`config.mk`:
```
export PLATFORM = sky130hd
export DESIGN_NAME = clock_divider_flat
export DESIGN_NICKNAME = d
export VERILOG_FILES = /design/src/rtl/clock_divider_if.sv /design/src/rtl/clock_divider.sv /design/src/flat_wrapper.sv
export SDC_FILE = /design/constraint.sdc
export NUM_CORES = 1
export LEC_CHECK = 0
export BUFFER_PORTS_ARGS = -buffer_cell sky130_fd_sc_hd__buf_2
export CORE_UTILIZATION = 40
export CTS_BUF_LIST = sky130_fd_sc_hd__clkbuf_16
export DETAILED_ROUTE_END_ITERATION = 12
export REMOVE_ABC_BUFFERS = 1
export SYNTH_ARGS = -nofsm -noshare
export SYNTH_HDL_FRONTEND = slang
export SYNTH_SLANG_ARGS = --single-unit
```
`constraint.sdc`:
```
create_clock -name clk -period 5.29 [get_ports clk]
set_input_delay 1.058 -clock clk [delete_from_list [all_inputs] [get_ports clk]]
set_output_delay 1.058 -clock clk [all_outputs]
set_load 0.05 [all_outputs]
```
`src/rtl/clock_divider_if.sv`:
```
// Control/status bundle for clock_divider: run enable in, divided clock and wrap pulse out.
interface clock_divider_if;
  logic en;
  logic clk_out;
  logic tick;

  // The consumer drives en; the divider answers with clk_out and tick.
  modport master (output en, input clk_out, input tick);
  modport slave  (input en, output clk_out, output tick);
endinterface

```
`src/rtl/clock_divider.sv`:
```
// Divides clk by F into a registered square wave (low phase gets the odd cycle)
// plus a one-cycle tick at every period boundary.
module clock_divider #(
    parameter int unsigned F = 120000,
    localparam int unsigned CW = $clog2(F)
) (
    input  logic            clk,
    input  logic            reset,
    clock_divider_if.slave  bus,
    output logic [CW-1:0]   count
);

    if (F < 2) begin : g_bad_ratio
        $error("clock_divider: F must be at least 2");
    end

    localparam logic [CW-1:0] LAST    = CW'(F - 1);
    localparam logic [CW-1:0] LOW_LEN = CW'(F - F / 2);

    logic [CW-1:0] next_count;

    // Explicit wrap at F-1; the counter is never allowed to overflow naturally.
    always_comb begin
        next_count = count + CW'(1);
        if (count == LAST) begin
            next_count = '0;
        end
    end

    always_ff @(posedge clk or negedge reset) begin
        if (!reset) begin
            count       <= '0;
            bus.clk_out <= 1'b0;
            bus.tick    <= 1'b0;
        end else if (!bus.en) begin
            count       <= '0;
            bus.clk_out <= 1'b0;
            bus.tick    <= 1'b0;
        end else begin
            count       <= next_count;
            bus.clk_out <= (next_count >= LOW_LEN);
            bus.tick    <= (next_count == '0);
        end
    end

endmodule

```
`src/flat_wrapper.sv`:
```
// flat-port wrapper written by rule: the top's interface ports become plain ports
module clock_divider_flat 
#(
    parameter int unsigned F = 120000,
    localparam int unsigned CW = $clog2(F)
)
  (clk, reset, count, bus_en, bus_clk_out, bus_tick);
  clock_divider_if bus_i ();
  input  logic clk;
  input  logic reset;
  output logic [CW-1:0] count;
  input wire logic [$bits(bus_i.en)-1:0] bus_en;
  output wire logic [$bits(bus_i.clk_out)-1:0] bus_clk_out;
  output wire logic [$bits(bus_i.tick)-1:0] bus_tick;
  assign bus_i.en = bus_en;
  assign bus_clk_out = bus_i.clk_out;
  assign bus_tick = bus_i.tick;
  clock_divider #(.F(F)) u_core (.clk(clk), .reset(reset), .bus(bus_i), .count(count));
endmodule
```
==> results.md, run 1 <==
* Global-route usage over all layers at 19.7%
* Number of antenna violations at the first check in global routing at 0
* Cell type with the largest total area after synthesis: dfrtp_1
* Final Wtd Congestion at 0.881
* Leftover overflow at the end of global routing at 0
* Number of flops mapped to enable cells by yosys at 0
* Height of the chip at 60.3 µm
* Cell Rows at 20
* Standard cell with the maximum stage delay on the critical path: or4_1
* Required time of the critical path at 5470 ps
* Sequential fraction of design power at 45.2%
* Area share of the largest cell type after synthesis at 35.0%
* Post-synth design cell area at 0.00136 mm²
* Number of fillers in the final layout at 301
* Worst voltage drop across the vdd grid at 127 µV
* Distinct cells, synth at 44
* Relative slew slack at 65.2%
* Internal power consumption at 0.256 mW
* Count of buffers inserted at the top-level ports at 21
* Critical Path Source Type: register
* Top Ports at 22
* Clock tree from TritonCTS: built
* Worst setup skew after layout at 1.53 ps
* Share of total power in combinational logic at 8.0%
* Chain of cells forming the critical path: ha_1 > nand4_2 > nor4_1 > xnor2_1 > nand2_1 > or4_1 > a21oi_1
* Final instance area at 0.00151 mm²
* Power density normalized to cell area at 222 mW/mm²
* Net switching power of the design at 0.0798 mW
* Clock latency on the worst-skew pair at 250 ps
* Fraction of layout instances using a drive strength above 1 at 25.8%
* Clock transition time at the flip-flop clock pins of the worst setup and hold paths at 50 ps
* Leakage power total at 0.654 nW
* Run status: completed
* Number of buffer and inverter instances along the worst setup path at 0
* Via density per instance at 5.61
* Largest delay share family, worst path: simple AND/OR/NAND/NOR gates
* Buffers from clock root to sink, at most at 2
* Capturing element type of the critical path: register
* Detailed-route wire length per cell at 15.5 µm
* Slew Limit Fails at 0
* Clock buffer count from CTS at 3
* Setup fix buffers added after clock tree synthesis at 0
* Actual slew at the worst max-slew pin at 522 ps
* DP Area at 0.00143 mm²
* Number of nets in the layout at 164
* Fin Setup TNS at 0 ps
* Part of the power in the clock network at 46.8%
* Initial DRT Pass Iterations at 4
* Worst endpoint data arrival time at 2790 ps
* Area contributors post-synth: dfrtp_1 (35%), xnor2_1 (7.7%), nor2_1 (4.1%), nand2_1 (3.9%), nand4_2 (3.7%)
* Class of the most critical hold timing path: reg2reg
* Synth warnings at 0
* Mean cell area of the mapped netlist at 9.37 µm²
* Highest clock frequency the design can meet at 382 MHz
* Hold-fix buffer count after cts at 0
* Prevailing post-synth register cell: dfrtp_1
* PostCTS Resize Cnt at 0
* DRC violation count after routing at 0
* Drt initial violations at 72
* Setup repair after global routing missed its margin: no
* Core region area at 0.00313 mm²
* Final Hold Vio Count at 0
* Count of maximum capacitance violations at 0
* Area enclosed by the die boundary at 0.00363 mm²
* Antenna Violating Nets Remaining at 0
* Wire length of the first global-routing pass at 5.20 mm
* Crit path depth at 7
* Clk root buf: clkbuf_16
* Worst hold slack across all endpoints at 543 ps
* Share of the core filled with cells at 48.3%
* Final Critical Period at 2620 ps
* Setup CP Type: reg2reg
* Path depth of the worst reg2reg path at 7
* Maximum net fanout on the critical path at 12
* H-Tree Level Count at 1
* Area overhead of the layout relative to synthesis at 11.1%
* Antenna diodes at 0
* Final HPWL DP at 2.33 mm
* Pin count of the biggest net entering global routing at 20
* Setup violators final at 0
* Total of flip-flops plus latches after synthesis at 19
* Starting density of the core at 43.4%
* Switching share of total power at 23.8%
* Highest cell delay on the worst timing path at 510 ps
* Async S/R FF share, synth at 100%
* Hold Crit Depth at 1
* Horizontal extent of the die at 60.3 µm
* Number of global-route vias before repair at 1,024
* Number of instances in the synthesized netlist at 145
* Total Wirelength at 3.14 mm
* Sequential-to-total area share from yosys stat at 35.0%
* Final clock period utilization by the worst path at 49.5%
* Number of clock sinks at 19
* Via count at 1,138
## sequential cells by signal (all words and copies together) (netlist names)
| name | count |
|---|---|
| u_core.count | 17 |
| u_core.bus.clk_out | 1 |
| u_core.bus.tick | 1 |
## worst paths after layout
| kind | from | to | slack [ps] |
|---|---|---|---|
| max | u_core.count[0] | u_core.bus.tick | 2670 |
| max in group asynchronous | reset | u_core.count[1] | 4250 |
| min reg2reg | u_core.count[0] | u_core.count[0] | 540 |
| min | u_core.count[0] | u_core.count[0] | 540 |
| min in group asynchronous | reset | u_core.count[3] | 740 |
| max reg2reg | u_core.count[0] | u_core.bus.tick | 2670 |
## layer usage
layer / track usage [%] / routed length [µm]
met5: 0 / 0
met4: 6.98 / 50
met3: 2.81 / 183
met2: 29.0 / 1430
met1: 29.1 / 1480
## power groups by stage
stage | registers [mW] | clock network, mW | logic, mW
floorplan | 0.162 | 0 | 0.00897
global placement | 0.154 | 0 | 0.0268
detailed placement | 0.154 | 0 | 0.0272
CTS | 0.152 | 0.158 | 0.0273
global route | 0.152 | 0.167 | 0.0294
finish | 0.152 | 0.157 | 0.0269
## area by class of cell
cell class | instances | area [µm²] | area share, %
Tap cell | 44 | 55.1 | 3.65
Timing Repair Buffer | 21 | 105 | 6.96
Multi-Input combinational cell | 111 | 779 | 51.6
Clock inverter | 1 | 5.00 | 0.331
Inverter | 4 | 15.0 | 0.994
Sequential cell | 19 | 475 | 31.5
Clock buffer | 3 | 75.1 | 4.97
## kinds of logic (layout without fill, tap and decap cells)
kind of cell	count (synthesis)	in the layout	share of synthesized area, %
AO/OA/AOI/OAI	15	15	8.84
XOR/XNOR	18	18	12.2
adder cells (fa/ha/maj)	1	1	0.921
buffers and inverters	15	29	7.64
flip-flops	19	19	35.0
AND/OR/NAND/NOR	77	77	35.5
## metrics by stage
step                setup slack (ps)  power (mW)  cells
finish                          2670       0.336    203
global route                    2430       0.349    203
CTS                             2680       0.337    203
detailed placement              2710       0.181    199
global placement                2840       0.181    199
floorplan                       2620       0.171    134
## placed cells by master (no fill, tap or decap), types with 5 or more instances in the layout
cell type	instances
buf_2	21
dfrtp_1	19
nor2_1	15
nand2_1	14
xnor2_1	12
nand4_1	7
nand3_1	6
and2_1	5
xor2_1	5
## synthesized netlist by cell type, drive strengths merged (2+ instances only)
| cell type | count |
|---|---|
| o21ai | 3 |
| and3 | 3 |
| nor2b | 3 |
| nand2 | 15 |
| nand4b | 3 |
| nor3 | 4 |
| dfrtp | 19 |
| nand3 | 7 |
| inv | 4 |
| nand4 | 11 |
| buf | 11 |
| o31ai | 2 |
| nor2 | 16 |
| and2 | 5 |
| xnor2 | 13 |
| a31oi | 2 |
| nor4 | 6 |
| xor2 | 5 |
Power figures use the tool's default switching activity.
==> run 2, diff against run 1 <==
clock period = 2.5 ns   (was 5.29 ns; I/O delays follow)
==> run 2 against run 1 <==
  * Sequential power is 110% higher
  * Register-to-register slack worse by 2400 ps
  * First-iteration DRC count shrank 42%
  * Cell count increased by 2.5%
  * Sequential share of layout area fell by 0.74 points
  * Design area up 2.4%
  * Global-route usage about the same
==> results.md, run 2 (synthesized netlist as in run 1, its figures left out) <==
* DRC violation count after routing at 0 (unchanged)
* Share of total power in combinational logic at 8.2% (+0.2 points)
* Number of antenna violations at the first check in global routing at 0 (unchanged)
* Horizontal extent of the die at 60.3 µm (unchanged)
* Number of nets in the layout at 169 (+3.0%)
* Regs by FF count: u_core.count (17), u_core.bus.clk_out (1), u_core.bus.tick (1)
* Area enclosed by the die boundary at 0.00363 mm² (unchanged)
* Share of the core filled with cells at 49.4% (+1.2 points)
* Sequential fraction of design power at 45.3% (about the same)
* Count of maximum capacitance violations at 0 (unchanged)
* Most frequent standard cell in the layout excluding fill and tap cells: buf_2
* Area overhead of the layout relative to synthesis at 13.8%
* Top Ports at 22 (unchanged)
* Setup violators final at 0 (unchanged)
* Cell total after placement at 204 (+2.5%)
* Worst endpoint data arrival time at 2430 ps (-360 ps)
* Critical Path Source Type: register
* Worst voltage drop across the vdd grid at 195 µV (+54%)
* Buffers from clock root to sink, at most at 2 (unchanged)
* Setup fix buffers added after clock tree synthesis at 0 (unchanged)
* Chain of cells forming the critical path: ha_1 > nand4_2 > nor4_1 > xnor2_1 > nand2_1 > or4_1 > a21oi_1
* Cell Rows at 20 (unchanged)
* Starting density of the core at 43.4% (unchanged)
* Final Hold Vio Count at 0 (unchanged)
* Antenna diodes at 0 (unchanged)
* Number of buffer and inverter instances along the worst setup path at 0 (unchanged)
* Antenna Violating Nets Remaining at 0 (unchanged)
* H-Tree Level Count at 1 (unchanged)
* Number of fillers in the final layout at 309 (+2.7%)
* Clk root buf: clkbuf_16
* Clock latency on the worst-skew pair at 250 ps (about the same)
* Class of the most critical hold timing path: in2async
* Internal power consumption at 0.541 mW (+110%)
* Pin count of the biggest net entering global routing at 20 (unchanged)
* Hold-fix buffer count after cts at 0 (unchanged)
* Relative slew slack at 70.6% (+5.4 points)
* Leakage power total at 0.681 nW (+4.2%)
* Actual slew at the worst max-slew pin at 441 ps (-80.6 ps)
* Commonest cells after routing, fill and taps aside: buf_2 (21), dfrtp_1 (19), nor2_1 (15)
* Part of the power in the clock network at 46.5% (-0.3 points)
* Clock transition time at the flip-flop clock pins of the worst setup and hold paths at 60 ps (about the same)
* Total Wirelength at 3.12 mm (-0.51%)
* Via density per instance at 5.41 (-3.4%)
* Run status: completed
* Initial DRT Pass Iterations at 4 (unchanged)
* Height of the chip at 60.3 µm (unchanged)
* Number of clock sinks at 19 (unchanged)
* Clock tree from TritonCTS: built
* Core region area at 0.00313 mm² (unchanged)
* Final HPWL DP at 2.34 mm (+0.55%)
* Via count at 1,126 (-1.1%)
* Net switching power of the design at 0.167 mW (+110%)
* Final Wtd Congestion at 0.886 (+0.56%)
* Number of global-route vias before repair at 1,072 (+4.7%)
* Final Critical Period at 2260 ps (-359 ps)
* Setup repair after global routing missed its margin: no
* Setup CP Type: reg2reg
* Count of buffers inserted at the top-level ports at 21 (unchanged)
* Cell Count, Final, Fillers Out at 208 (+2.5%)
* Power density normalized to cell area at 457 mW/mm² (+110%)
* Required time of the critical path at 2670 ps (-2800 ps)
* Drt initial violations at 42 (-42%)
* Leftover overflow at the end of global routing at 0 (unchanged)
* Standard cell with the maximum stage delay on the critical path: or4_1
* Slew Limit Fails at 0 (unchanged)
* Clock buffer count from CTS at 3 (unchanged)
* Fraction of layout instances using a drive strength above 1 at 27.4% (+1.7 points)
* Final clock period utilization by the worst path at 90.3% (+41 points)
* Highest cell delay on the worst timing path at 510 ps (about the same)
* Highest clock frequency the design can meet at 443 MHz (+16%)
* Largest register FFs at 17 (unchanged)
* Register name with the most flops: u_core.count
* Wire length of the first global-routing pass at 5.18 mm (-0.27%)
* Capturing element type of the critical path: register
* Largest delay share family, worst path: simple AND/OR/NAND/NOR gates
* Worst setup skew after layout at 3.22 ps (+1.69 ps)
* Maximum net fanout on the critical path at 7 (-5)
* Fin Setup TNS at 0 ps (unchanged)
* Detailed-route wire length per cell at 15.0 µm (-2.9%)
* PostCTS Resize Cnt at 0 (unchanged)
* Switching share of total power at 23.6% (-0.22 points)
* Global-route usage over all layers at 19.7% (about the same)
run 2: cell count changes in the layout (fill, tap and decap cells not counted):
cell	previous run	this run
buf_4	0	5
clkinv_2	1	0
inv_1	3	4
run 2: layout make-up:
cell class	count	area (µm²)	area share [%]
multi-input combinational	111	779	50.4
sequential	19	475	30.7
tap	44	55.1	3.56
clock buffer	3	75.1	4.85
clock inverter	1	3.75	0.243
timing repair buffer	26	143	9.22
inverter	4	15.0	0.971
run 2: per-stage QoR:
step,power [mW],cell area [µm²],hold WS (ps),worst slack (ps)
after floorplan,0.362,1270,204,-168
after global routing,0.729,1550,221,100
after global placement,0.383,1470,466,344
final,0.707,1550,185,242
after detailed placement,0.385,1470,473,281
after CTS,0.713,1550,207,255
run 2: power groups by stage:
stage                     combinational, mW  sequential, mW  clock (mW)
after global placement               0.0581           0.325           0
after detailed placement             0.0586           0.326           0
final                                0.0581           0.320       0.329
after CTS                            0.0591           0.320       0.333
after floorplan                      0.0190           0.343           0
after global routing                 0.0631           0.322       0.345
run 2: per-layer routing:
layer / routed length [µm] / vias up / GRT usage, % / part of all wire, %
li1: - / 558 / - / -
met1: 1530 / 535 / 28.3 / 49
met2: 1420 / 28 / 28.9 / 45
met3: 118 / 5 / 2.60 / 3.8
met4: 51 / 0 / 9.30 / 1.6
met5: 0 / - / 0 / 0
run 2: final timing paths:
check | startpoint | to | slack [ps] | depth (start not counted)
worst max-delay path | u_core.count[0] | u_core.bus.tick | 240 | 7
worst min-delay path | reset | u_core.count[4] | 180 | 1
worst max register to register | u_core.count[0] | u_core.bus.tick | 240 | 7
worst min register to register | u_core.count[0] | u_core.count[0] | 550 | 1
max in group asynchronous | reset | u_core.count[16] | 2010 | 1
min in group clk | u_core.count[0] | u_core.count[0] | 550 | 1
